--- src/rtl/hazard_pkg.sv ---
// hazard_pkg: shared types, constants and helpers for the hazard tracker.
//   DEF_REG_ADDR_W : default register-address width (sets stage_entry_t.dst width)
//   stage_entry_t  : {valid, wb_en, mem_r_en, dst} for one pipeline stage
//   BUBBLE         : empty stage entry
//   src_match      : does a used source register hit a writing stage entry
package hazard_pkg;
  localparam int DEF_REG_ADDR_W = 4;
  typedef struct packed {
    logic                      valid;
    logic                      wb_en;
    logic                      mem_r_en;
    logic [DEF_REG_ADDR_W-1:0] dst;
  } stage_entry_t;
  localparam stage_entry_t BUBBLE = '0;
  function automatic logic src_match(stage_entry_t s, logic use_src, logic [DEF_REG_ADDR_W-1:0] src);
    return s.valid & s.wb_en & use_src & (src == s.dst);
  endfunction
endpackage

--- src/rtl/hazard_stage_reg.sv ---
// hazard_stage_reg: one pipeline stage entry with async clear, hold and bubble insert.
//   clk, rst_n : clock, asynchronous active-low clear to BUBBLE
//   hold       : keep current entry (pipeline freeze), wins over bubble
//   bubble     : load BUBBLE instead of d
//   d / q      : next / current stage entry
module hazard_stage_reg
  import hazard_pkg::*;
(
  input  logic         clk,
  input  logic         rst_n,
  input  logic         hold,
  input  logic         bubble,
  input  stage_entry_t d,
  output stage_entry_t q
);
  always_ff @(posedge clk or negedge rst_n)
    if (!rst_n) q <= BUBBLE;
    else if (!hold) q <= bubble ? BUBBLE : d;
endmodule

--- src/rtl/hazard_tracker.sv ---
// hazard_tracker: tracks EXE/MEM/WB destination tags and raises the ID-stage hazard stall.
//   Inputs : clk, rst_n (async active-low), freeze, flush, forward_en,
//            id_valid, id_src1, id_src2, id_use_src1, id_two_src, id_wb_en, id_mem_r_en, id_dst
//   Outputs: hazard_stall (combinational), mem_wb_en/mem_dst, wb_wb_en/wb_dst (registered)
//   Option : define HAZARD_STATS_EN to add saturating stall_cnt and load_use_cnt outputs.
//   REG_ADDR_W must equal hazard_pkg::DEF_REG_ADDR_W, which sizes the stage entries.
module hazard_tracker
  import hazard_pkg::*;
#(
  parameter int REG_ADDR_W = DEF_REG_ADDR_W
`ifdef HAZARD_STATS_EN
  , parameter int CNT_W = 16
`endif
) (
  input  logic                  clk,
  input  logic                  rst_n,
  input  logic                  freeze,
  input  logic                  flush,
  input  logic                  forward_en,
  input  logic                  id_valid,
  input  logic [REG_ADDR_W-1:0] id_src1,
  input  logic [REG_ADDR_W-1:0] id_src2,
  input  logic                  id_use_src1,
  input  logic                  id_two_src,
  input  logic                  id_wb_en,
  input  logic                  id_mem_r_en,
  input  logic [REG_ADDR_W-1:0] id_dst,
  output logic                  hazard_stall,
  output logic                  mem_wb_en,
  output logic [REG_ADDR_W-1:0] mem_dst,
  output logic                  wb_wb_en,
  output logic [REG_ADDR_W-1:0] wb_dst
`ifdef HAZARD_STATS_EN
  , output logic [CNT_W-1:0]    stall_cnt
  , output logic [CNT_W-1:0]    load_use_cnt
`endif
);
  stage_entry_t id_entry, exe_q, mem_q, wb_q;
  logic exe_hit, mem_hit, load_use;
  assign id_entry = '{valid: 1'b1, wb_en: id_wb_en, mem_r_en: id_mem_r_en, dst: id_dst};
  assign exe_hit = src_match(exe_q, id_use_src1, id_src1) | src_match(exe_q, id_two_src, id_src2);
  assign mem_hit = src_match(mem_q, id_use_src1, id_src1) | src_match(mem_q, id_two_src, id_src2);
  assign load_use = id_valid & exe_hit & exe_q.mem_r_en;
  // WB never stalls: the register file writes on the falling edge, ahead of the ID read
  assign hazard_stall = forward_en ? load_use : id_valid & (exe_hit | mem_hit);
  hazard_stage_reg u_exe (
    .clk(clk), .rst_n(rst_n), .hold(freeze),
    .bubble(hazard_stall | flush | !id_valid), .d(id_entry), .q(exe_q)
  );
  hazard_stage_reg u_mem (
    .clk(clk), .rst_n(rst_n), .hold(freeze), .bubble(1'b0), .d(exe_q), .q(mem_q)
  );
  hazard_stage_reg u_wb (
    .clk(clk), .rst_n(rst_n), .hold(freeze), .bubble(1'b0), .d(mem_q), .q(wb_q)
  );
  assign mem_wb_en = mem_q.valid & mem_q.wb_en;
  assign mem_dst   = mem_q.dst;
  assign wb_wb_en  = wb_q.valid & wb_q.wb_en;
  assign wb_dst    = wb_q.dst;
`ifdef HAZARD_STATS_EN
  // load_use implies hazard_stall in both forwarding modes
  always_ff @(posedge clk or negedge rst_n)
    if (!rst_n) begin
      stall_cnt    <= '0;
      load_use_cnt <= '0;
    end else if (!freeze) begin
      if (hazard_stall && stall_cnt != '1) stall_cnt <= stall_cnt + 1'b1;
      if (load_use && load_use_cnt != '1) load_use_cnt <= load_use_cnt + 1'b1;
    end
`endif
endmodule

--- config.mk ---
export PLATFORM = sky130hd
export DESIGN_NAME = hazard_tracker
export DESIGN_NICKNAME = d
export VERILOG_FILES = /design/src/rtl/hazard_pkg.sv /design/src/rtl/hazard_stage_reg.sv /design/src/rtl/hazard_tracker.sv
export SDC_FILE = /design/constraint.sdc
export NUM_CORES = 1
export LEC_CHECK = 0
export ABC_AREA = 1
export BUFFER_PORTS_ARGS = -buffer_cell sky130_fd_sc_hd__buf_2
export CORE_MARGIN = 3
export CORE_UTILIZATION = 46
export DETAILED_ROUTE_END_ITERATION = 8
export HOLD_SLACK_MARGIN = 0.12
export PLACE_DENSITY = 0.8
export SYNTH_ARGS = -nofsm -noshare
export SYNTH_HDL_FRONTEND = slang
export SYNTH_SLANG_ARGS = --single-unit
--- constraint.sdc ---
create_clock -name clk -period 1.3 [get_ports clk]
set_input_delay 0.325 -clock clk [delete_from_list [all_inputs] [get_ports clk]]
set_output_delay 0.325 -clock clk [all_outputs]
set_load 0.03 [all_outputs]
==> run summary <==
- **result of the run** complete, but fails checks
- **violated checks** setup timing
- **Synth Area in XOR/XNOR** 0.0383
- **CP Class** register to primary output
- **number of sinks handled by clock tree synthesis** 19
- **most frequent cell after synthesis** sky130_fd_sc_hd__nand2_1
- **Compound-Gate Fraction of Synth Area** 0.0766
- **growth of design area from synthesis to finish** 30.5%
- **main area contributors after synthesis** sky130_fd_sc_hd__dfrtp_1 (42%), sky130_fd_sc_hd__nand2_1 (19%), sky130_fd_sc_hd__o21ai_0 (5.3%)
- **layout cell share with drive strength beyond 1** 0.359
- **number of vias after detailed routing** 1103
- **netlist area before placement** 1140 µm²
- **pins over their slew limit** 0
- **area of all placed cells without fillers** 1490 µm²
- **Post-synth top flop** sky130_fd_sc_hd__dfrtp_1
- **delay-heaviest family, CP** simple AND/OR/NAND/NOR gates
- **cell type with the highest occurrence count on the critical path** sky130_fd_sc_hd__nand2_1
- **clock buffers created by TritonCTS** 3
- **max-cap violation count** 0
- **worst path bufs/invs** 2
- **total grt overflow** 0
- **Post-Synthesis Cells** 157
- **row count** 17
- **final WL** 2.59 mm
- **core utilization of the finished layout** 0.656
- **Worst Path Required** 0.98 ns
- **number of synthesized register bits** 19
- **global-route wire length before repair** 4.41 mm
- **cell area reported after detailed placement** 1350 µm²
- **GPL Wtd Cong** 0.842
- **Period minus WS final** 1.88 ns
- **DIE WIDTH** 55.9 µm
- **Clock Root Buffer** sky130_fd_sc_hd__clkbuf_4
- **Unique masters post-synth** 21
- **CTS tree** built
- **Core Area** 2280 µm²
- **final cycle utilization of the critical path** 1.45
- **total number of yosys warnings** 0
- **drt pass-1 iters** 4
- **setup-violating endpoint count in the final report** 12
- **die boundary height** 55.9 µm
- **leading post-synthesis cells by instance count** sky130_fd_sc_hd__nand2_1 (58), sky130_fd_sc_hd__dfrtp_1 (19), sky130_fd_sc_hd__inv_1 (15)
- **area enclosed by the die boundary** 3120 µm²
- **worst endpoint data arrival time** 1.56 ns
- **total power consumption of the routed design** 1.30 mW
- **detailed placement HPWL** 1.89 mm
- **slew at the pin closest to its max-slew limit** 0.437 ns
- **detailed-route DRC error count** 0
- **clock skew after layout** 0.000619 ns
- **net total in the final layout** 221
- **EDFF count, synth** 0
- **stage delay of the slowest cell on the critical path** 0.42 ns
- **Mapped Nets** 179
- **launching element type of the critical path** register
- **Leak Pwr** 0.831 nW
- **Synth top area share** 0.416
- **via count of the first global-routing pass** 1057
- **total negative setup slack** -1.81 ns
- **CP Capture Type** primary output
- **final count of hold timing violations** 0
- **number of H-tree levels** 1
- **critical-path maximum fanout** 4
- **DR WL/cell** 11.5 µm
- **Port Buffer Count** 32
- **ratio of total power to cell area** 874 nW/µm²
- **top-level I/O count** 33
- **main combinational cell family by area after synthesis** simple AND/OR/NAND/NOR gates
- **most area-hungry cell type in the Yosys netlist** sky130_fd_sc_hd__dfrtp_1
- **Fin Hold WS** 0.254 ns
- **pin count of the biggest net entering global routing** 20
- **Critical Path Slowest Stage Cell** sky130_fd_sc_hd__dfrtp_1
- **crit path setup slack, layout** -0.581 ns
- **clock slew seen by the registers of the worst setup and hold paths** 0.11 ns
- **worst hold-check path type** input port to register
- **mux share of post-synthesis cell area** 0
- **syn_area_per_cell** 7.28 µm²
- **Post-Synth Adder-Cell Area** 0
- **count of nets left with antenna violations after detail routing** 0
- **Starting DRT DRC Count** 35
- **setup repair after global routing missed its margin** yes
- **largest vdd supply drop** 0.000632 V
- **starting utilization of the core area** 0.502
- **part of the Yosys area used for sequential elements** 0.416
- **headroom to the max-slew limit** 0.708
- **overall fraction of global-route tracks in use** 0.177
- **maximum buffer depth of the clock tree** 2
- **number of antenna cells inserted** 0
- **clock latency of the later-clocked register in the worst-skew pair** 0.30 ns
- **crit path cell chain** inv_2 > nand2_1 > nand2_1 > nor2_2 > nand3_1 > nand2_2 > nand2_4 > a21oi_4 > buf_6
- **proportion of register bits with asynchronous set or reset after synthesis** 1.00
- **fmax** 532 MHz
- **Synth Area in Simple Gates** 0.335
- **Vias per Instance** 4.88
- **antenna violations before repair** 0
worst register-to-register path: stages (launching register included):
cell and delay [ns]:
sky130_fd_sc_hd__dfrtp_1 0.42, sky130_fd_sc_hd__inv_2 0.06, sky130_fd_sc_hd__nand2_1 0.05, sky130_fd_sc_hd__nand2_1 0.06, sky130_fd_sc_hd__nor2_2 0.11, sky130_fd_sc_hd__nand3_1 0.09, sky130_fd_sc_hd__nand2_2 0.10, sky130_fd_sc_hd__nand2_4 0.06
sky130_fd_sc_hd__buf_4 0.13, sky130_fd_sc_hd__buf_6 0.12, sky130_fd_sc_hd__nand4_1 0.09, sky130_fd_sc_hd__nand2_1 0.05
routing by layer:
metal  vias up  global-route usage  wire length [µm]
met5         -                   0                 0
met1       501               0.214              1150
met2        33               0.306              1230
met3         5              0.0325               169
li1        564                   -                 -
met4         0              0.0780                44
metrics by stage:
step | setup slack [ns] | cells
after CTS | -0.572 | 223
after global routing | -0.693 | 226
after global placement | -0.263 | 216
final | -0.581 | 226
after floorplan | -0.131 | 157
after detailed placement | -0.322 | 216
cell usage in the layout (no fill, tap or decap), drive strengths merged:
cell type    count
xor2             1
nand3            7
nor2             8
buf             47
dfrtp           19
dlygate4sd3      1
o21ai           15
xnor2            4
nor3             1
clkbuf           3
a21oi            1
nand4            6
inv             20
or2              1
clkinv           2
nand2           62
state kept, by name, indices dropped and copies added (netlist names):
name / cells
u_exe.q: 7
u_mem.q: 6
u_wb.q: 6
area by class of cell:
class	count	area (µm²)
Sequential cell	19	477
Clock buffer	3	22.5
Timing Repair Buffer	48	345
Inverter	21	78.8
Tap cell	28	35.0
Clock inverter	1	5.00
Fill cell	188	783
Multi-Input combinational cell	106	529
power by group:
| group | total (mW) | switching, mW | internal (mW) |
|---|---|---|---|
| Combinational | 0.323 | 0.182 | 0.141 |
| Clock | 0.312 | 0.197 | 0.115 |
| Sequential | 0.670 | 0.0358 | 0.634 |
| Total | 1.30 | 0.415 | 0.890 |
timing repair:
item | in CTS | in global routing
buffers inserted | 2 | 4
endpoints found under the setup margin | 12 | 14
pin swaps | 5 | 10
gates resized for setup | 14 | 14
endpoints found under the hold margin | 19 | 0
hold buffers | 1 | 0
worst paths after layout:
| kind | from | endpoint | slack [ns] | depth (start not counted) |
|---|---|---|---|---|
| max | u_mem.q[0] | hazard_stall | -0.58 | 9 |
| min | id_wb_en | u_exe.q[5] | 0.25 | 3 |
| max reg2reg | u_mem.q[0] | u_exe.q[0] | -0.15 | 11 |
| min reg2reg | u_wb.q[0] | u_wb.q[0] | 0.49 | 2 |
| max in group asynchronous | rst_n | u_mem.q[3] | 0.50 | 2 |
| min in group asynchronous | rst_n | u_wb.q[5] | 0.48 | 2 |
cell families after synthesis:
kind of cell | count (synthesis)
buffers and inverters | 32
xor gates and xnor gates | 5
DFF | 19
and+or+nand+nor | 85
AOI/OAI and AO/OA | 16
Note: power is estimated with default switching activity, not from simulation.
